### src/rtl/bs_mc_accum.sv
// rtl/bs_mc_accum.sv - Monte Carlo payoff accumulator: issues sample requests, sums clamped payoffs and squares.
// Optional macro BS_ACC_SAT_EN: saturate accumulators instead of wrapping.
module bs_mc_accum #(
    parameter int DATA_W = 32,
    parameter int FRAC_W = 20,
    parameter int ACC_W  = 64,
    parameter int CNT_W  = 32
) (
    input  logic              clk,
    input  logic              reset,
    input  logic [3:0]        cmd,
    input  logic [CNT_W-1:0]  niter,
    output logic              issue_valid,
    input  logic              issue_ready,
    input  logic              sample_valid,
    input  logic [DATA_W-1:0] sample_data,
    output logic [3:0]        status,
    output logic [ACC_W-1:0]  sum_out,
    output logic [ACC_W-1:0]  sumsq_out,
    output logic              ovf
);

    localparam int SQ_W   = 2 * DATA_W;
    localparam int WIDE_W = ((ACC_W > SQ_W) ? ACC_W : SQ_W) + 1;

    localparam logic [3:0] CMD_RUN   = 4'd1;
    localparam logic [3:0] CMD_ACK   = 4'd2;
    localparam logic [3:0] CMD_ABORT = 4'd3;

    typedef enum logic [1:0] {
        S_IDLE     = 2'd0,
        S_RUNNING  = 2'd1,
        S_COMPLETE = 2'd2,
        S_DRAIN    = 2'd3
    } state_t;

    state_t             state_q, state_d;
    logic [CNT_W-1:0]   niter_q, niter_d;
    logic [CNT_W-1:0]   issued_q, issued_d;
    logic [CNT_W-1:0]   received_q, received_d;
    logic [ACC_W-1:0]   sum_q, sum_d;
    logic [ACC_W-1:0]   sumsq_q, sumsq_d;
    logic               ovf_q, ovf_d;

    logic [DATA_W-1:0]  clamped;
    logic [SQ_W-1:0]    clamp_ext;
    logic [SQ_W-1:0]    sq_full;
    logic [SQ_W-1:0]    sq_shr;
    logic [WIDE_W-1:0]  sum_wide;
    logic [WIDE_W-1:0]  sumsq_wide;
    logic               sum_of;
    logic               sumsq_of;
    logic [ACC_W-1:0]   sum_nxt;
    logic [ACC_W-1:0]   sumsq_nxt;
    logic [CNT_W-1:0]   issued_inc;
    logic [CNT_W-1:0]   received_inc;
    logic               handshake;
    logic               accept;

    assign issue_valid = (state_q == S_RUNNING) && (issued_q < niter_q);
    assign handshake   = issue_valid && issue_ready;
    // Samples with no request outstanding are stray and dropped.
    assign accept      = sample_valid && (received_q != issued_q) &&
                         ((state_q == S_RUNNING) || (state_q == S_DRAIN));

    assign issued_inc   = issued_q + {{(CNT_W-1){1'b0}}, 1'b1};
    assign received_inc = received_q + {{(CNT_W-1){1'b0}}, 1'b1};

    always_comb begin
        clamped    = sample_data[DATA_W-1] ? '0 : sample_data;
        clamp_ext  = {{DATA_W{1'b0}}, clamped};
        sq_full    = clamp_ext * clamp_ext;
        sq_shr     = sq_full >> FRAC_W;
        // Sums are formed one bit wider than any operand so overflow is never lost.
        sum_wide   = {{(WIDE_W-ACC_W){1'b0}}, sum_q} + {{(WIDE_W-DATA_W){1'b0}}, clamped};
        sumsq_wide = {{(WIDE_W-ACC_W){1'b0}}, sumsq_q} + {{(WIDE_W-SQ_W){1'b0}}, sq_shr};
        sum_of     = |sum_wide[WIDE_W-1:ACC_W];
        sumsq_of   = |sumsq_wide[WIDE_W-1:ACC_W];
`ifdef BS_ACC_SAT_EN
        sum_nxt    = sum_of   ? {ACC_W{1'b1}} : sum_wide[ACC_W-1:0];
        sumsq_nxt  = sumsq_of ? {ACC_W{1'b1}} : sumsq_wide[ACC_W-1:0];
`else
        sum_nxt    = sum_wide[ACC_W-1:0];
        sumsq_nxt  = sumsq_wide[ACC_W-1:0];
`endif
    end

    always_comb begin
        state_d    = state_q;
        niter_d    = niter_q;
        issued_d   = issued_q;
        received_d = received_q;
        sum_d      = sum_q;
        sumsq_d    = sumsq_q;
        ovf_d      = ovf_q;
        case (state_q)
            S_IDLE: begin
                if (cmd == CMD_RUN) begin
                    niter_d    = niter;
                    issued_d   = '0;
                    received_d = '0;
                    sum_d      = '0;
                    sumsq_d    = '0;
                    ovf_d      = 1'b0;
                    state_d    = (niter == '0) ? S_COMPLETE : S_RUNNING;
                end
            end
            S_RUNNING, S_DRAIN: begin
                if (cmd == CMD_ABORT) begin
                    issued_d   = '0;
                    received_d = '0;
                    state_d    = S_IDLE;
                end else begin
                    if (handshake) begin
                        issued_d = issued_inc;
                        if (issued_inc == niter_q) begin
                            state_d = S_DRAIN;
                        end
                    end
                    if (accept) begin
                        received_d = received_inc;
                        sum_d      = sum_nxt;
                        sumsq_d    = sumsq_nxt;
                        ovf_d      = ovf_q | sum_of | sumsq_of;
                        if (received_inc == niter_q) begin
                            state_d = S_COMPLETE;
                        end
                    end
                end
            end
            S_COMPLETE: begin
                if (cmd == CMD_ACK) begin
                    state_d = S_IDLE;
                end
            end
            default: state_d = S_IDLE;
        endcase
    end

    always_ff @(posedge clk) begin
        if (reset) begin
            state_q    <= S_IDLE;
            niter_q    <= '0;
            issued_q   <= '0;
            received_q <= '0;
            sum_q      <= '0;
            sumsq_q    <= '0;
            ovf_q      <= 1'b0;
        end else begin
            state_q    <= state_d;
            niter_q    <= niter_d;
            issued_q   <= issued_d;
            received_q <= received_d;
            sum_q      <= sum_d;
            sumsq_q    <= sumsq_d;
            ovf_q      <= ovf_d;
        end
    end

    assign status    = {2'b00, state_q};
    assign sum_out   = sum_q;
    assign sumsq_out = sumsq_q;
    assign ovf       = ovf_q;

endmodule
### config.mk
export PLATFORM = sky130hd
export DESIGN_NAME = bs_mc_accum
export DESIGN_NICKNAME = d
export VERILOG_FILES = /design/src/rtl/bs_mc_accum.sv
export SDC_FILE = /design/constraint.sdc
export NUM_CORES = 2
export LEC_CHECK = 0
export CORE_ASPECT_RATIO = 2
export CORE_MARGIN = 3
export CORE_UTILIZATION = 30
export DETAILED_ROUTE_END_ITERATION = 8
export HOLD_SLACK_MARGIN = 0.12
export PLACE_DENSITY = 0.47
export SETUP_SLACK_MARGIN = 0.02
export SLEW_MARGIN = 10
export SYNTH_ARGS = -nofsm -noshare
export SYNTH_HDL_FRONTEND = slang
export SYNTH_SLANG_ARGS = --single-unit
### constraint.sdc
create_clock -name clk -period 12.7 [get_ports clk]
set_input_delay 1.27 -clock clk [delete_from_list [all_inputs] [get_ports clk]]
set_output_delay 1.27 -clock clk [all_outputs]
set_load 0.02 [all_outputs]
### Word level (Yosys, flattened, before mapping)

Cells that the tools add are included.

* register bits: 227
* input bits: 72
* output and inout bits: 134
* logic and storage cells: 72

* $add $sub $neg: 4
* multiply operators: 1
* $lt $le $gt $ge: 1
* equality and inequality tests: 15
* multiplexer cells: 28
* bitwise logic cells: 2
* reductions and logical operators: 14

Operator list (number)
* $mux 64: 5
* $pmux 64 s2: 2
* $mux 32: 5
* $pmux 32 s2: 2
* $add 64x31->65: 1
* $add 64x42->65: 1
* $add 32x1->32 const B: 2
* $eq 32x32->1: 2
* $mul 31x31->62: 1
* $logic_not 32->1: 1
* $lt 32x32->1: 1
* $ne 32x32->1: 1
* $mux 31: 1
* $mux 2: 8
* $eq 4x2->1 const B: 2
* $ne 2x2->1 const B: 4
* $ne 3x3->1 const B: 2
* $pmux 2 s3: 1
* $reduce_and 3->1: 2
* $eq 2x2->1 const B: 2
* $eq 4x1->1 const B: 1
* $logic_and 1x1->1: 4
* $reduce_and 2->1: 2
* $reduce_and 4->1: 1
* 8 further kinds: 11

### Logic depth before layout (Yosys ltp)

* word-level depth: 8
* mapped depth: 45
* mapped depth without buffers: 40

### Worst setup path before layout

OpenSTA, ideal clock, no wires.

* kind: input-to-reg
* start: input sample_data[31]
* end: register sumsq_q[59] (netlist: sumsq_out[59])
* setup time: 0.132 ns
* arrival: 10.828 ns
* required time: 12.568 ns
* slack: 1.740 ns
* stages: 37
* buffers on the path: 6
* cells stage by stage: clkbuf_1 -> clkbuf_1 -> nor2b_1 -> clkbuf_1 -> nand2_1 -> fa_1 -> inv_1 -> fa_1 -> fa_1 -> inv_1 -> fa_1 -> inv_1 -> fa_1 -> fa_1 -> fa_1 -> fa_1 -> ha_1 -> clkbuf_1 -> a211o_1 -> o211ai_1 -> a31oi_1 -> a211o_1 -> o41ai_1 -> nand2_1 -> a21oi_1 -> a41oi_1 -> a221oi_1 -> ha_1 -> clkbuf_1 -> a21oi_1 -> nor2b_1 -> or4_1 -> o31ai_1 -> nand2b_1 -> clkbuf_1 -> or3_1 -> a21oi_1

* cells in the longest elaborated chain, start to end: 6

RTL lines
* from (decl): RTL line 16 `input logic [DATA_W-1:0] sample_data,`
* $mux 31: RTL line 70 `clamped = sample_data[DATA_W-1] ? '0 : sample_data;`
* $mul 31x31->62: RTL line 72 `sq_full = clamp_ext * clamp_ext;`
* $add 64x42->65: RTL line 76 `sumsq_wide = {{(WIDE_W-ACC_W){1'b0}}, sumsq_q} + {{(WIDE_W-SQ_W){1'b0}}, sq_shr};`
* $mux 64: RTL line 120 `if (accept) begin`
* $mux 64: RTL line 109 `if (cmd == CMD_ABORT) begin`
* $pmux 64 s2: RTL line 96 `case (state_q)`
* to (signal assigned): RTL line 155 `sumsq_q <= sumsq_d;`
* to (decl): RTL line 42 `logic [ACC_W-1:0] sumsq_q, sumsq_d;`

No other way between the ends. The select of a mux whose other input is x is not followed.
A chain may end at the register's enable or synchronous reset.

### Worst setup path after layout

* start: input sample_data[2]
* end: register sumsq_q[38] (netlist: sumsq_out[38])

The elaborated chain is that of the path after synthesis.

==> reports/metrics.cfg <==
[run_status]
status=finished, final reports clean

[final_layout]
drive_gt1_frac=0.0508
syn2layout_area_growth_pct=12.9
seq_area_um2=4540
final_nets=6472
fillCellCount=15314
multi_input_area_um2=34300
fin_cells=7185

[logic_synthesis]
async_flop_share=0
synth_cell_types=83
synth-seq-cells=227
synth_edf_count=0
synth_flop_cell=dfxtp_1
netlist_area_um2=43500
yosysWarnings=0
synth_area_per_cell_um2=8.49
synthCells=5119
ys_seq_area_frac=0.105

[die]
rows=197
core_um2=144000
die_h_um=544
die_w_um=275
start_util=0.302
die_area_um2=150000
pin_count=206

[place]
placedCellCount=7145
place_congestion=0.898
dp_hpwl_um=135000
numPortBuffers=203

[min_path]
hold_class=reg2reg
holdPathEnd=sumsq_out[36]
hp-start=sumsq_out[36]
min_delay_path_depth=2

[route]
drt_iter0_drc=1720
ant_nets=0
drc=0
wl_per_cell_um=22.4
drt_pass1_iterations=5
vias=35767
routed_wl_um=161000
vias_per_cell=4.98

[sta]
final_max_slew_viol_count=0
grt_setup_unrepaired=false
finalHoldViolCount=0
fin_skew_ns=0.0308
tightest_slew_ns=1.15
fin_crit_ns=12.03
timing.hold.ws_ns=0.492
slew_headroom=0.232
fmax_ghz=0.0831
fin_crit_sh=0.947
finalSetupViolCount=0

[worst_setup_path]
crit_buf_inv=8
reg2reg_setup_slack_ns=8.08
critPathMaxStageDelay_ns=0.86
cp.required_ns=13.20
rr_endpoint=issued_q[26]
crit_cells=40
cp_slowest_cell=a31oi_1
start_kind=input port
crit_top_cell=fa_1
path_class=in2reg
rr_worst_depth=10
worstPathMaxFanout=10
cpLargestDelayFamily=adder cells
end_kind=register
reg2reg_from=niter_q[2]
worstPathArrival_ns=12.53

[clock_network]
post_cts_resized=0
postCtsHoldBufs=0
clk_path_buf_depth=3
cts.htree.levels=1
numCtsBuffers=22
clock-sinks=227
cts_tree=done
cts-root-buf=clkbuf_16
clkTransAtPathRegs_ns=0.07
post_cts_buffers=0
clock_latency_ns=0.57

[job]
maxCapViolCount=0

[grt]
grt.total_usage=0.217
grt_max_degree=74
grt_pass1_vias=39784
overflow=0
grt_pass1_wl_um=243000
antenna_found_initial=2

[per-stage QoR]
stage          setup slack [ns]  utilization  setup TNS, ns  cell area (um^2)
3_3_place_gp           -0.00851        0.336        -0.0427             48400
4_1_cts                   0.620        0.341              0             49100
2_1_floorplan              1.74            -              0             43500
6_report                  0.670        0.341              0             49100
3_5_place_dp             0.0512        0.336              0             48400
5_1_grt                  0.0854        0.341              0             49100
[flip-flops by register name (all words and copies together) (netlist names)]
signal	cells
received_q	32
sum_out	64
ovf	1
sumsq_out	64
issued_q	32
state_q	2
niter_q	32
[worst max path at each step]
stage | from | endpoint
2_1_floorplan | sample_data[31] | sumsq_out[59]
3_3_place_gp | sample_data[2] | sumsq_out[63]
3_5_place_dp | sample_data[31] | sumsq_out[38]
4_1_cts | sample_data[31] | sumsq_out[38]
5_1_grt | sample_data[2] | sumsq_out[62]
6_report | sample_data[2] | sumsq_out[38]
[worst register-to-register path, stage by stage, from the launching register on]
cell and delay [ns]:
dfxtp_1 0.59, inv_1 0.17, ha_1 0.32, o21a_1 0.10, o21ai_0 0.23, a21oi_1 0.14
o41ai_1 0.88, a31oi_1 0.62, nor2_2 1.02, a41oi_1 0.23, a311oi_1 0.28
[per-layer routing]
layer	vias up	wire length, um	GRT usage
met4	2	10100	0.111
met5	-	14	0
met2	836	93900	0.450
met1	18113	51200	0.202
li1	16498	-	-
met3	318	5980	0.0245
[cells in the final DEF, fill, tap and decap left out, drive strengths merged, types with 21 or more instances in the layout]
master	n
inv	992
fa	749
nand2	503
ha	372
nor2	266
a21oi	255
dfxtp	227
and2	223
clkdlybuf4s50	201
buf	182
o21ai	182
xnor2	179
xor2	115
a21o	102
nand3	92
nand4	63
a31oi	57
nor3	52
nor2b	51
nor4	44
and3	41
or3	41
clkbuf	30
a211oi	22
o21bai	21
[cell usage after synthesis (all sizes together) (15+ instances only)]
| cell | n | area [um^2] |
|---|---|---|
| ha | 372 | 4650 |
| a211oi | 22 | 170 |
| o21bai | 21 | 158 |
| nor2b | 51 | 319 |
| o211ai | 15 | 118 |
| nand2 | 503 | 1890 |
| inv | 991 | 3720 |
| and3 | 41 | 257 |
| or3 | 41 | 262 |
| o21ai | 182 | 911 |
| nand3 | 92 | 475 |
| nand4 | 63 | 409 |
| dfxtp | 227 | 4540 |
| a21oi | 255 | 1280 |
| a21o | 102 | 766 |
| xnor2 | 179 | 1570 |
| buf | 28 | 145 |
| clkbuf | 220 | 828 |
| nor3 | 52 | 265 |
| nand2b | 18 | 113 |
| fa | 749 | 15000 |
| xor2 | 115 | 1010 |
| nor2 | 266 | 1010 |
| o31ai | 18 | 135 |
| a31oi | 57 | 357 |
| nor4 | 44 | 294 |
| and2 | 223 | 1400 |
[area by class of cell]
| class | count | share of cell area |
|---|---|---|
| multi-input combinational | 3654 | 0.699 |
| sequential | 227 | 0.0926 |
| inverter | 991 | 0.0758 |
| timing repair buffer | 383 | 0.0698 |
| tap | 1890 | 0.0482 |
| clock buffer | 30 | 0.0131 |
| clock inverter | 9 | 0.00166 |
| antenna | 1 | 0.0000510 |
[cell families after synthesis]
kind of cell / Yosys count / share of synthesized area
mux: 13 / 0.00305
compound gates: 773 / 0.109
simple gates: 1450 / 0.164
flops: 227 / 0.105
fa+ha+maj: 1122 / 0.452
other cells: 1 / 0.0000862
xor+xnor: 294 / 0.0592
buf+inv: 1239 / 0.108
Power is not shown: default switching activity piles up to over one toggle a cycle in this logic, so the estimate is an artifact.
